## config.mk

```make
export PLATFORM = sky130hd
export DESIGN_NAME = hpm_counter_bank
export DESIGN_NICKNAME = d
export VERILOG_FILES = /design/src/rtl/hpm_counter_bank.sv
export SDC_FILE = /design/constraint.sdc
export NUM_CORES = 1
export LEC_CHECK = 0
export ABC_AREA = 1
export BUFFER_PORTS_ARGS = -buffer_cell sky130_fd_sc_hd__buf_2
export CAP_MARGIN = 30
export CORE_ASPECT_RATIO = 1.2
export CORE_MARGIN = 2
export CORE_UTILIZATION = 58
export CTS_CLUSTER_DIAMETER = 60
export DETAILED_ROUTE_END_ITERATION = 10
export PLACE_DENSITY = 0.78
export SYNTH_ARGS = -nofsm -noshare
export SYNTH_HDL_FRONTEND = slang
export SYNTH_SLANG_ARGS = --single-unit
```

## constraint.sdc

```tcl
create_clock -name clk -period 1.9 [get_ports clk]
set_clock_uncertainty 0.1 [all_clocks]
set_input_delay 0 -clock clk [delete_from_list [all_inputs] [get_ports clk]]
set_output_delay 0 -clock clk [all_outputs]
set_load 0.01 [all_outputs]
```

## src/rtl/hpm_counter_bank.sv

```systemverilog
// Bank of NUM_CNT hardware performance counters with selectable events,
// per-counter inhibit, sticky overflow flags and a level overflow interrupt.
module hpm_counter_bank #(
  parameter int NUM_CNT   = 4,
  parameter int CNT_WIDTH = 64,
  parameter int NUM_EVT   = 16,
  parameter int SEL_W     = 8
) (
  input  logic               clk,
  input  logic               rst_n,
  input  logic [NUM_EVT-1:0] evt_vec,
  input  logic               csr_we,
  input  logic               csr_re,
  input  logic [7:0]         csr_addr,
  input  logic [31:0]        csr_wdata,
  output logic [31:0]        csr_rdata,
  output logic               csr_rvalid,
  output logic               irq
);

  localparam int EXT_W = 2 ** SEL_W;
  localparam int HI_W  = CNT_WIDTH - 32;

  logic [CNT_WIDTH-1:0] cnt   [NUM_CNT];
  logic [SEL_W-1:0]     evsel [NUM_CNT];
  logic [NUM_CNT-1:0]   inhibit, ovf, ovf_en;
  logic [NUM_CNT-1:0]   inc, wrap, wr_lo, wr_hi, wr_sel;
  logic [EXT_W-1:0]     evt_ext;
  logic                 wr_inh, wr_ovf, wr_en;
  logic [31:0]          rd_mux;

  // Zero-padding the event vector to the full select range makes any
  // select >= NUM_EVT read a 0, so no separate range compare is needed.
  assign evt_ext = EXT_W'(evt_vec);

  assign wr_inh = csr_we && (csr_addr == 8'h60);
  assign wr_ovf = csr_we && (csr_addr == 8'h61);
  assign wr_en  = csr_we && (csr_addr == 8'h62);

  genvar gi;
  generate
    for (gi = 0; gi < NUM_CNT; gi++) begin : g_cnt
      assign wr_lo[gi]  = csr_we && (csr_addr == 8'(gi));
      assign wr_hi[gi]  = csr_we && (csr_addr == 8'(32 + gi));
      assign wr_sel[gi] = csr_we && (csr_addr == 8'(64 + gi));
      assign inc[gi]    = evt_ext[evsel[gi]] && (evsel[gi] != '0) && !inhibit[gi];
      // A half-write suppresses the increment, so it can never wrap either.
      assign wrap[gi]   = inc[gi] && !wr_lo[gi] && !wr_hi[gi] && (&cnt[gi]);
    end
  endgenerate

  always_ff @(posedge clk or negedge rst_n) begin
    if (!rst_n) begin
      for (int i = 0; i < NUM_CNT; i++) begin
        cnt[i]   <= '0;
        evsel[i] <= '0;
      end
    end else begin
      for (int i = 0; i < NUM_CNT; i++) begin
        if (wr_lo[i]) begin
          cnt[i][31:0] <= csr_wdata;
        end else if (wr_hi[i]) begin
          cnt[i][CNT_WIDTH-1:32] <= csr_wdata[HI_W-1:0];
        end else if (inc[i]) begin
          cnt[i] <= cnt[i] + 1'b1;
        end
        if (wr_sel[i]) begin
          evsel[i] <= csr_wdata[SEL_W-1:0];
        end
      end
    end
  end

  always_ff @(posedge clk or negedge rst_n) begin
    if (!rst_n) begin
      inhibit <= '0;
      ovf_en  <= '0;
      ovf     <= '0;
      irq     <= 1'b0;
    end else begin
      if (wr_inh) inhibit <= csr_wdata[NUM_CNT-1:0];
      if (wr_en)  ovf_en  <= csr_wdata[NUM_CNT-1:0];
      ovf <= (ovf & ~(wr_ovf ? csr_wdata[NUM_CNT-1:0] : '0)) | wrap;
      irq <= |(ovf & ovf_en);
    end
  end

  always_comb begin
    rd_mux = '0;
    for (int i = 0; i < NUM_CNT; i++) begin
      if (csr_addr == 8'(i))      rd_mux = cnt[i][31:0];
      if (csr_addr == 8'(32 + i)) rd_mux = 32'(cnt[i][CNT_WIDTH-1:32]);
      if (csr_addr == 8'(64 + i)) rd_mux = 32'(evsel[i]);
    end
    case (csr_addr)
      8'h60:   rd_mux = 32'(inhibit);
      8'h61:   rd_mux = 32'(ovf);
      8'h62:   rd_mux = 32'(ovf_en);
      default: ;
    endcase
  end

  always_ff @(posedge clk or negedge rst_n) begin
    if (!rst_n) begin
      csr_rdata  <= '0;
      csr_rvalid <= 1'b0;
    end else begin
      csr_rvalid <= csr_re;
      if (csr_re) csr_rdata <= rd_mux;
    end
  end

endmodule

```

==> flow_metrics.env, run 1 <==
export IMPL_outcome="aborted with a tool error"
export IMPL_lastStage="global routing"
export IMPL_firstError="[ERROR GRT-0232] Routing congestion too high. Check the congestion heatmap in the GUI."
export IMPL_die_x_um=193.3
export IMPL_htree_levels=2
export IMPL_cts_root_buf="clkbuf_16"
export IMPL_avgSynthCellArea_sq_um=6.593
export IMPL_gp_congestion=1.184
export IMPL_ys_ff_latch=334
export IMPL_synth_area_sq_um=24940
export IMPL_row_count=83
export IMPL_cts_buffers=38
export IMPL_ys_types=49
export IMPL_cts_path_max_buffers=3
export IMPL_ios=94
export IMPL_synth_edf_count=0
export IMPL_post_place_ws_ns=-0.4500
export IMPL_ys_async_sr_fraction=1.000
export IMPL_worst_endpoint_kind="register data pin"
export IMPL_numClockSinks=334
export IMPL_grt_usage=0.8161
export IMPL_dp_hpwl_um=99020
export IMPL_seq_area_frac_synth=0.3351
export IMPL_die_h_um=231.2
export IMPL_portBuffers=93
export IMPL_synth_flop_cell="dfrtp_1"
export IMPL_yosys_warnings=0
export IMPL_synth_fp_nets=3847
export IMPL_dp_cells=5153
export IMPL_start_util=0.5857
export IMPL_overflow=121
export IMPL_grt_worst_endpoint="cnt[12]$_DFFE_PN0P_/D"
export IMPL_synthCells=3783
export IMPL_grt_start_max_net_pins=62
==> through the flow <==
stage,area (sq um),util
floorplan,25050,-
CTS,35440,0.8324
detailed placement,32500,0.7633
global placement,32500,0.7633
==> cell usage after synthesis, types with 10 or more instances <==
library cell	n	area [sq um]
nand3_1	280	1401
o2111ai_1	13	113.9
nor2_2	17	106.4
o211ai_1	157	1179
inv_2	23	86.33
nor2_1	419	1573
xor2_1	180	1577
nor3_1	159	795.8
buf_2	40	200.2
o21ai_0	275	1376
dfrtp_1	334	8358
nand2_1	1061	3983
clkbuf_1	90	337.8
xnor2_1	31	271.5
o21ai_1	27	135.1
nand4_1	86	538.0
or2_2	10	62.56
inv_1	350	1314
o221ai_1	28	245.2
nor4_1	10	62.56
o22ai_1	12	75.07
a21oi_1	99	495.5
==> what timing repair did <==
item,in CTS
resized for setup,269
gates cloned,11
hold endpoints to repair,508
hold buffers,36
pin swaps,41
buffers inserted,36
setup endpoints to repair,261
==> cell families after synthesis <==
kind of cell	Yosys count	synth area share
fa+ha+maj	4	0.002007
compound gates	637	0.1538
simple gates	2075	0.3531
buf+inv	522	0.08187
flops	334	0.3351
xor+xnor	211	0.07410
==> per-layer routing <==
metal / global-route usage / overflow
met4: 0.8325 / 50
met5: 0.4706 / 0
met2: 0.9539 / 67
met1: 0.8116 / 0
met3: 0.6794 / 4
==> inputs of run 2 (changes only) <==
--- a/config.mk
+++ b/config.mk
@@ -8,12 +8,10 @@
 export ABC_AREA = 1
 export BUFFER_PORTS_ARGS = -buffer_cell sky130_fd_sc_hd__buf_2
 export CAP_MARGIN = 30
-export CORE_ASPECT_RATIO = 1.2
 export CORE_MARGIN = 2
-export CORE_UTILIZATION = 58
-export CTS_CLUSTER_DIAMETER = 60
+export CORE_UTILIZATION = 40
 export DETAILED_ROUTE_END_ITERATION = 10
-export PLACE_DENSITY = 0.78
+export PLACE_DENSITY_LB_ADDON = 0.15
 export SYNTH_ARGS = -nofsm -noshare
 export SYNTH_HDL_FRONTEND = slang
 export SYNTH_SLANG_ARGS = --single-unit
==> constraint.sdc (replaced) <==
create_clock -name clk -period 2.5 [get_ports clk]
set_clock_uncertainty 0.1 [all_clocks]
set_input_delay 0 -clock clk [delete_from_list [all_inputs] [get_ports clk]]
set_output_delay 0 -clock clk [all_outputs]
set_load 0.01 [all_outputs]
==> run 2 against run 1 <==
Compared with the run above:
- the flow now finishes without violations
- area after synthesis unchanged
- synthesized cell count unchanged
==> flow_metrics.env, run 2 <==
export IMPL_grt_pass1_wl_um=186900
export IMPL_synth_edf_count=0
export IMPL_worst_path_max_fanout=4
export IMPL_antenna_found_initial=3
export IMPL_numClockSinks=334
export IMPL_period_minus_slack_ns=2.452
export IMPL_cts_buffers=44
export IMPL_worst_setup_path_type="flop to flop"
export IMPL_drc=0
export IMPL_cts_root_buf="clkbuf_16"
export IMPL_htree_levels=2
export IMPL_cts_path_max_buffers=3
export IMPL_start_util=0.4041
export IMPL_yosys_warnings=0
export IMPL_tightest_slew_ns=0.9058
export IMPL_wire_per_inst_um=26.68
export IMPL_ios=94
export IMPL_synth_top_cell_area_share=0.3351
export IMPL_synth_fp_nets=3847
export IMPL_largest_registers="cnt: 256 flops, csr_rdata: 32 flops, evsel: 32 flops"
export IMPL_drt_pre_antenna_iters=8
export IMPL_place_area_sq_um=27970
export IMPL_max_freq_mhz=407.9
export IMPL_wirelength_um=131700
export IMPL_outcome="completed"
export IMPL_synth_top_area_cell="dfrtp_1"
export IMPL_clk_pin_slew_ns=0.06
export IMPL_ys_top_cells_by_count="nand2_1 (1061), nor2_1 (419), inv_1 (350), dfrtp_1 (334), nand3_1 (280)"
export IMPL_core_region_area_sq_um=61710
export IMPL_r2r_start="cnt[160]"
export IMPL_arrival_ns=2.83
export IMPL_worstSetupStartpointType="flop"
export IMPL_insertion_delay_ns=0.60
export IMPL_final_common_cell="nand2_1"
export IMPL_die_x_um=253.7
export IMPL_seq_area_frac_synth=0.3351
export IMPL_row_count=91
export IMPL_ys_ff_latch=334
export IMPL_slew_violations=0
export IMPL_vdd_drop_max_v=0.0004979
export IMPL_synthCells=3783
export IMPL_ys_types=49
export IMPL_nNetsFinal=4128
export IMPL_dp_hpwl_um=104300
export IMPL_whs_ns=0.05472
export IMPL_ff2ff_setup_slack_ns=0.05
export IMPL_top_register="cnt"
export IMPL_fin_area_sq_um=29930
export IMPL_final_antenna_net_count=0
export IMPL_min_from="csr_addr[5]"
export IMPL_drt_initial_drc_count=3790
export IMPL_p_per_area_nw_per_um2=684.9
export IMPL_drive_gt1_frac=0.1210
export IMPL_post_place_ws_ns=-0.01585
export IMPL_final_hold_violation_count=0
export IMPL_synth_area_leaders="dfrtp_1 (34%), nand2_1 (16%), xor2_1 (6.3%), nor2_1 (6.3%), nand3_1 (5.6%)"
export IMPL_worstPathRequired_ns=2.88
export IMPL_avgSynthCellArea_sq_um=6.593
export IMPL_synth_flop_cell="dfrtp_1"
export IMPL_maxCapViolCount=0
export IMPL_tritoncts="yes"
export IMPL_ys_async_sr_fraction=1.000
export IMPL_synth_area_sq_um=24940
export IMPL_yosysMostFrequentCell="nand2_1"
export IMPL_endpoint_kind="flop"
export IMPL_setup_viol=0
export IMPL_largest_register_ffs=256
export IMPL_vias=28790
export IMPL_mostFrequentLayoutCells="nand2_1 (1060), nor2_1 (412), inv_1 (350)"
export IMPL_worst_r2r_endpoint="cnt[184]"
export IMPL_areaGrowthSynthToFinish_pct=20.00
export IMPL_grt_usage=0.4065
export IMPL_grt_pass1_vias=26370
export IMPL_layout_setup_ws_ns=0.04846
export IMPL_reg2reg_depth=10
export IMPL_finalCritPeriodShare=0.9806
export IMPL_portBuffers=93
export IMPL_relSlewSlack=0.3955
export IMPL_overflow=0
export IMPL_worstHoldPathCells=7
export IMPL_gp_congestion=1.051
export IMPL_p_leak_nw=12.49
export IMPL_grt_start_max_net_pins=71
export IMPL_hold_class="input port to flop"
export IMPL_via_per_inst=5.829
export IMPL_die_h_um=253.7
export IMPL_design_die_area_sq_um=64360
export IMPL_hold_end="ovf_en[0]"
-- run 2: cell counts after synthesis --
No cell type changed its count.
-- run 2: power breakdown --
part | leakage, nW | switching [W] | internal (W)
Clock | 0.724 | 0.00275 | 0.00396
Sequential | 4.45 | 0.00153 | 0.00662
Combinational | 7.31 | 0.00378 | 0.00186
Total | 12.5 | 0.00806 | 0.0124
-- run 2: stage by stage --
step                        util  power, W  setup TNS [ns]  cells
after floorplan                -   0.01102               0   3783
after global placement    0.4533   0.01349       -0.001175   4815
after detailed placement  0.4533   0.01352        -0.03608   4815
after CTS                 0.4840   0.02028               0   4936
after global routing      0.4849   0.02142       -0.007971   4936
final                     0.4850   0.02050               0   4938
-- run 2: cell type report --
| type | count | area [sq um] |
|---|---|---|
| multi-input combinational | 2927 | 14610 |
| timing repair buffer | 380 | 3010 |
| clock buffer | 66 | 1285 |
| antenna | 2 | 5.005 |
| tap | 837 | 1047 |
| fill | 6571 | 31780 |
| sequential | 334 | 8362 |
| inverter | 377 | 1420 |
| clock inverter | 15 | 185.2 |
-- run 2: logic make-up (layout without fill, tap and decap cells) --
logic type	Yosys count	after routing	synth area share
XOR/XNOR	211	211	0.07410
AND/OR/NAND/NOR	2075	2075	0.3531
flip-flops	334	334	0.3351
buffers and inverters	522	838	0.08187
other	0	2	0
adder cells (fa/ha/maj)	4	4	0.002007
AO/OA/AOI/OAI	637	637	0.1538
-- run 2: routing by layer --
layer | vias to the layer above | share of wire | global-route usage
met2 | 1577 | 0.38 | 0.5423
met4 | 2 | 0.043 | 0.1592
met1 | 13850 | 0.44 | 0.5918
met3 | 209 | 0.13 | 0.1392
met5 | - | 0.000076 | 0
li1 | 13140 | - | -
-- run 2: worst max path at each step --
stage,start,end,slack [ns],depth (start not counted)
floorplan,evsel[8],cnt[100],0.48,14
global placement,evsel[16],cnt[142],-0.001,9
detailed placement,cnt[129],cnt[186],-0.02,10
CTS,cnt[129],cnt[186],0.09,10
global route,cnt[129],cnt[184],-0.008,10
finish,cnt[160],cnt[184],0.05,10
-- run 2: timing repair --
| item | 4_1_cts | 5_1_grt |
|---|---|---|
| hold buffers | 40 | 0 |
| pin swaps | 0 | 0 |
| setup endpoints to repair | 17 | 66 |
| buffers inserted | 0 | 0 |
| gates resized for setup | 2 | 17 |
| endpoints found under the hold margin | 467 | 0 |
-- run 2: worst max-delay path: stages, from the launching register on --
cell and delay (ns):
dfrtp_1 0.57, inv_1 0.13, nor3_1 0.30, buf_4 0.18, nand2_1 0.06, nor2_1 0.36, buf_4 0.19, nand3_1 0.11
xnor2_1 0.15, nor2_1 0.10, o21ai_1 0.07
(Power assumes the default switching activity.)
==> inputs of run 3 (changes only) <==
--- a/config.mk
+++ b/config.mk
@@ -10,8 +10,9 @@
 export CAP_MARGIN = 30
 export CORE_MARGIN = 2
 export CORE_UTILIZATION = 40
+export CTS_BUF_LIST = sky130_fd_sc_hd__clkbuf_16
 export DETAILED_ROUTE_END_ITERATION = 10
-export PLACE_DENSITY_LB_ADDON = 0.15
+export PLACE_DENSITY = 0.6
 export SYNTH_ARGS = -nofsm -noshare
 export SYNTH_HDL_FRONTEND = slang
 export SYNTH_SLANG_ARGS = --single-unit
==> run 3 against run 2 <==
Compared with the run above:
- routed wire length increased by 5.2%
- first-iteration DRC count is 19% higher
- hold slack improved by 0.0021 ns
- global-route usage increased by 2.1 points
- count of clock-buffer cells in the layout fell by 20
- critical path depth shrank 2
- worst setup slack worse by 0.023 ns
- combinational power up 2%
- clock power shrank 5.1%
- die area stayed put
- sequential power grew 0.7%
- largest power group unchanged
- total power down 0.68%
==> flow_metrics.env, run 3 (synthesis results as in run 2) <==
export IMPL_outcome="completed"
export IMPL_vias=29540
export IMPL_areaGrowthSynthToFinish_pct=22.54
export IMPL_final_hold_violation_count=0
export IMPL_grt_start_max_net_pins=80
export IMPL_tightest_slew_ns=0.9705
export IMPL_rsz0062_at_grt="true"
export IMPL_largest_registers="cnt: 256 flops, csr_rdata: 32 flops, evsel: 32 flops"
export IMPL_setup_viol=0
export IMPL_grt_pass1_wl_um=196500
export IMPL_nNetsFinal=4210
export IMPL_top_register="cnt"
export IMPL_r2r_start="cnt[229]"
export IMPL_internal_power_w=0.01216
export IMPL_portBuffers=93
export IMPL_core_region_area_sq_um=61710
export IMPL_cts_root_buf="clkbuf_16"
export IMPL_final_antenna_net_count=0
export IMPL_max_freq_mhz=404.1
export IMPL_pwr_share_clk=0.313
export IMPL_insertion_delay_ns=0.62
export IMPL_regArea_sq_um=8366
export IMPL_grt_pass1_vias=26770
export IMPL_slew_violations=0
export IMPL_worst_r2r_endpoint="cnt[246]"
export IMPL_hold_class="input port to flop"
export IMPL_switching_power_w=0.008199
export IMPL_start_util=0.4041
export IMPL_grt_usage=0.4275
export IMPL_swShare=0.4027
export IMPL_row_count=91
export IMPL_via_per_inst=5.888
export IMPL_place_area_sq_um=28640
export IMPL_critPathLaunch="cnt[229]"
export IMPL_worst_setup_path_type="flop to flop"
export IMPL_worstSetupStartpointType="flop"
export IMPL_reg2reg_depth=8
export IMPL_mostFrequentLayoutCells="nand2_1 (1059), nor2_1 (408), inv_1 (358)"
export IMPL_power_w=0.02036
export IMPL_drt_initial_drc_count=4508
export IMPL_largest_register_ffs=256
export IMPL_drive_gt1_frac=0.1395
export IMPL_worstPathRequired_ns=2.87
export IMPL_min_from="csr_addr[5]"
export IMPL_ios=94
export IMPL_drt_pre_antenna_iters=5
export IMPL_p_leak_nw=12.89
export IMPL_cts_path_max_buffers=3
export IMPL_overflow=0
export IMPL_wirelength_um=138600
export IMPL_endpoint_kind="flop"
export IMPL_multi_input_area_sq_um=14660
export IMPL_dp_hpwl_um=110100
export IMPL_vdd_drop_max_v=0.0005544
export IMPL_htree_levels=2
export IMPL_comb_power_share=0.284
export IMPL_p_per_area_nw_per_um2=666.1
export IMPL_final_common_cell="nand2_1"
export IMPL_final_util=0.4952
export IMPL_worstHoldPathCells=7
export IMPL_fin_tns_setup_ns=0
export IMPL_drc=0
export IMPL_antenna_found_initial=7
export IMPL_clk_pin_slew_ns=0.06
export IMPL_die_h_um=253.7
export IMPL_p_seq_frac=0.403
export IMPL_post_place_ws_ns=-0.07098
export IMPL_fillCellCount=6574
export IMPL_gp_congestion=1.038
export IMPL_worst_path_max_fanout=5
export IMPL_die_x_um=253.7
export IMPL_relSlewSlack=0.3523
export IMPL_cts_buffers=44
export IMPL_layout_setup_ws_ns=0.02559
export IMPL_design_die_area_sq_um=64360
export IMPL_hold_end="ovf_en[3]"
export IMPL_period_minus_slack_ns=2.474
export IMPL_ff2ff_setup_slack_ns=0.03
export IMPL_numClockSinks=334
export IMPL_arrival_ns=2.84
export IMPL_wire_per_inst_um=27.63
export IMPL_fin_area_sq_um=30560
export IMPL_tritoncts="yes"
export IMPL_maxCapViolCount=0
export IMPL_finalCritPeriodShare=0.9898
## run 3: cell types whose count changed in the layout (fill, tap and decap cells not counted), moves of 3 or more
| cell | previous run | this run |
|---|---|---|
| buf_12 | 21 | 24 |
| buf_4 | 226 | 304 |
| clkbuf_1 | 13 | 0 |
| clkbuf_8 | 8 | 0 |
| clkinv_1 | 3 | 14 |
| dfrtp_1 | 331 | 328 |
| dfrtp_2 | 3 | 6 |
| inv_1 | 350 | 358 |
| inv_6 | 3 | 0 |
| nor2_1 | 412 | 408 |
| nor2_2 | 21 | 24 |
| nor3_1 | 155 | 152 |
| nor3_2 | 8 | 11 |
## run 3: power groups by stage
| stage | clock [W] | combinational, W | sequential, W |
|---|---|---|---|
| 2_1_floorplan | 0 | 0.00337 | 0.00766 |
| 3_3_place_gp | 0 | 0.00549 | 0.00820 |
| 3_5_place_dp | 0 | 0.00551 | 0.00818 |
| 4_1_cts | 0.00640 | 0.00559 | 0.00811 |
| 5_1_grt | 0.00657 | 0.00631 | 0.00834 |
| 6_report | 0.00637 | 0.00578 | 0.00821 |
## run 3: worst max-delay path, cell delays in order (launching register included)
cell     delay (ns)
dfrtp_1        0.41
inv_1          0.16
nor3_1         0.42
nand2_1        0.17
nor2_1         0.36
nand3_1        0.29
xor2_1         0.23
nor2_1         0.12
o21ai_1        0.08
## run 3: final cells by class
class,instances,area share
multi-input combinational,2927,0.4798
sequential,334,0.2737
timing repair buffer,462,0.1205
inverter,377,0.04639
clock buffer,46,0.03766
tap,837,0.03427
clock inverter,32,0.007492
antenna,2,0.0001638
## run 3: worst max-delay path by stage
stage / slack, ns / end / depth (start not counted)
after detailed placement: -0.07 / cnt[202] / 11
after global routing: -0.07 / cnt[184] / 10
after CTS: 0.02 / cnt[184] / 10
final: 0.03 / cnt[246] / 8
after global placement: -0.007 / cnt[34] / 13
after floorplan: 0.48 / cnt[100] / 14
## run 3: per-stage QoR
stage / hold slack, ns / instances
finish: 0.05677 / 5017
global route: 0.1043 / 5015
CTS: 0.02793 / 5014
detailed placement: -0.1705 / 4896
global placement: -0.1708 / 4895
floorplan: -0.3956 / 3783
## run 3: routing by layer
layer  GRT usage  routed length, um
met3      0.1079              17090
met4      0.1464               5233
met2      0.5841              54300
met1      0.6434              61910
met5           0                 66
## run 3: repair_timing
item                                    4_1_cts  5_1_grt
hold buffers                                 40        0
buffers inserted                              0        1
resized for setup                             2       30
hold endpoints to repair                    471        0
pin swaps                                     0        1
cloned                                        0        0
endpoints found under the setup margin       14       62
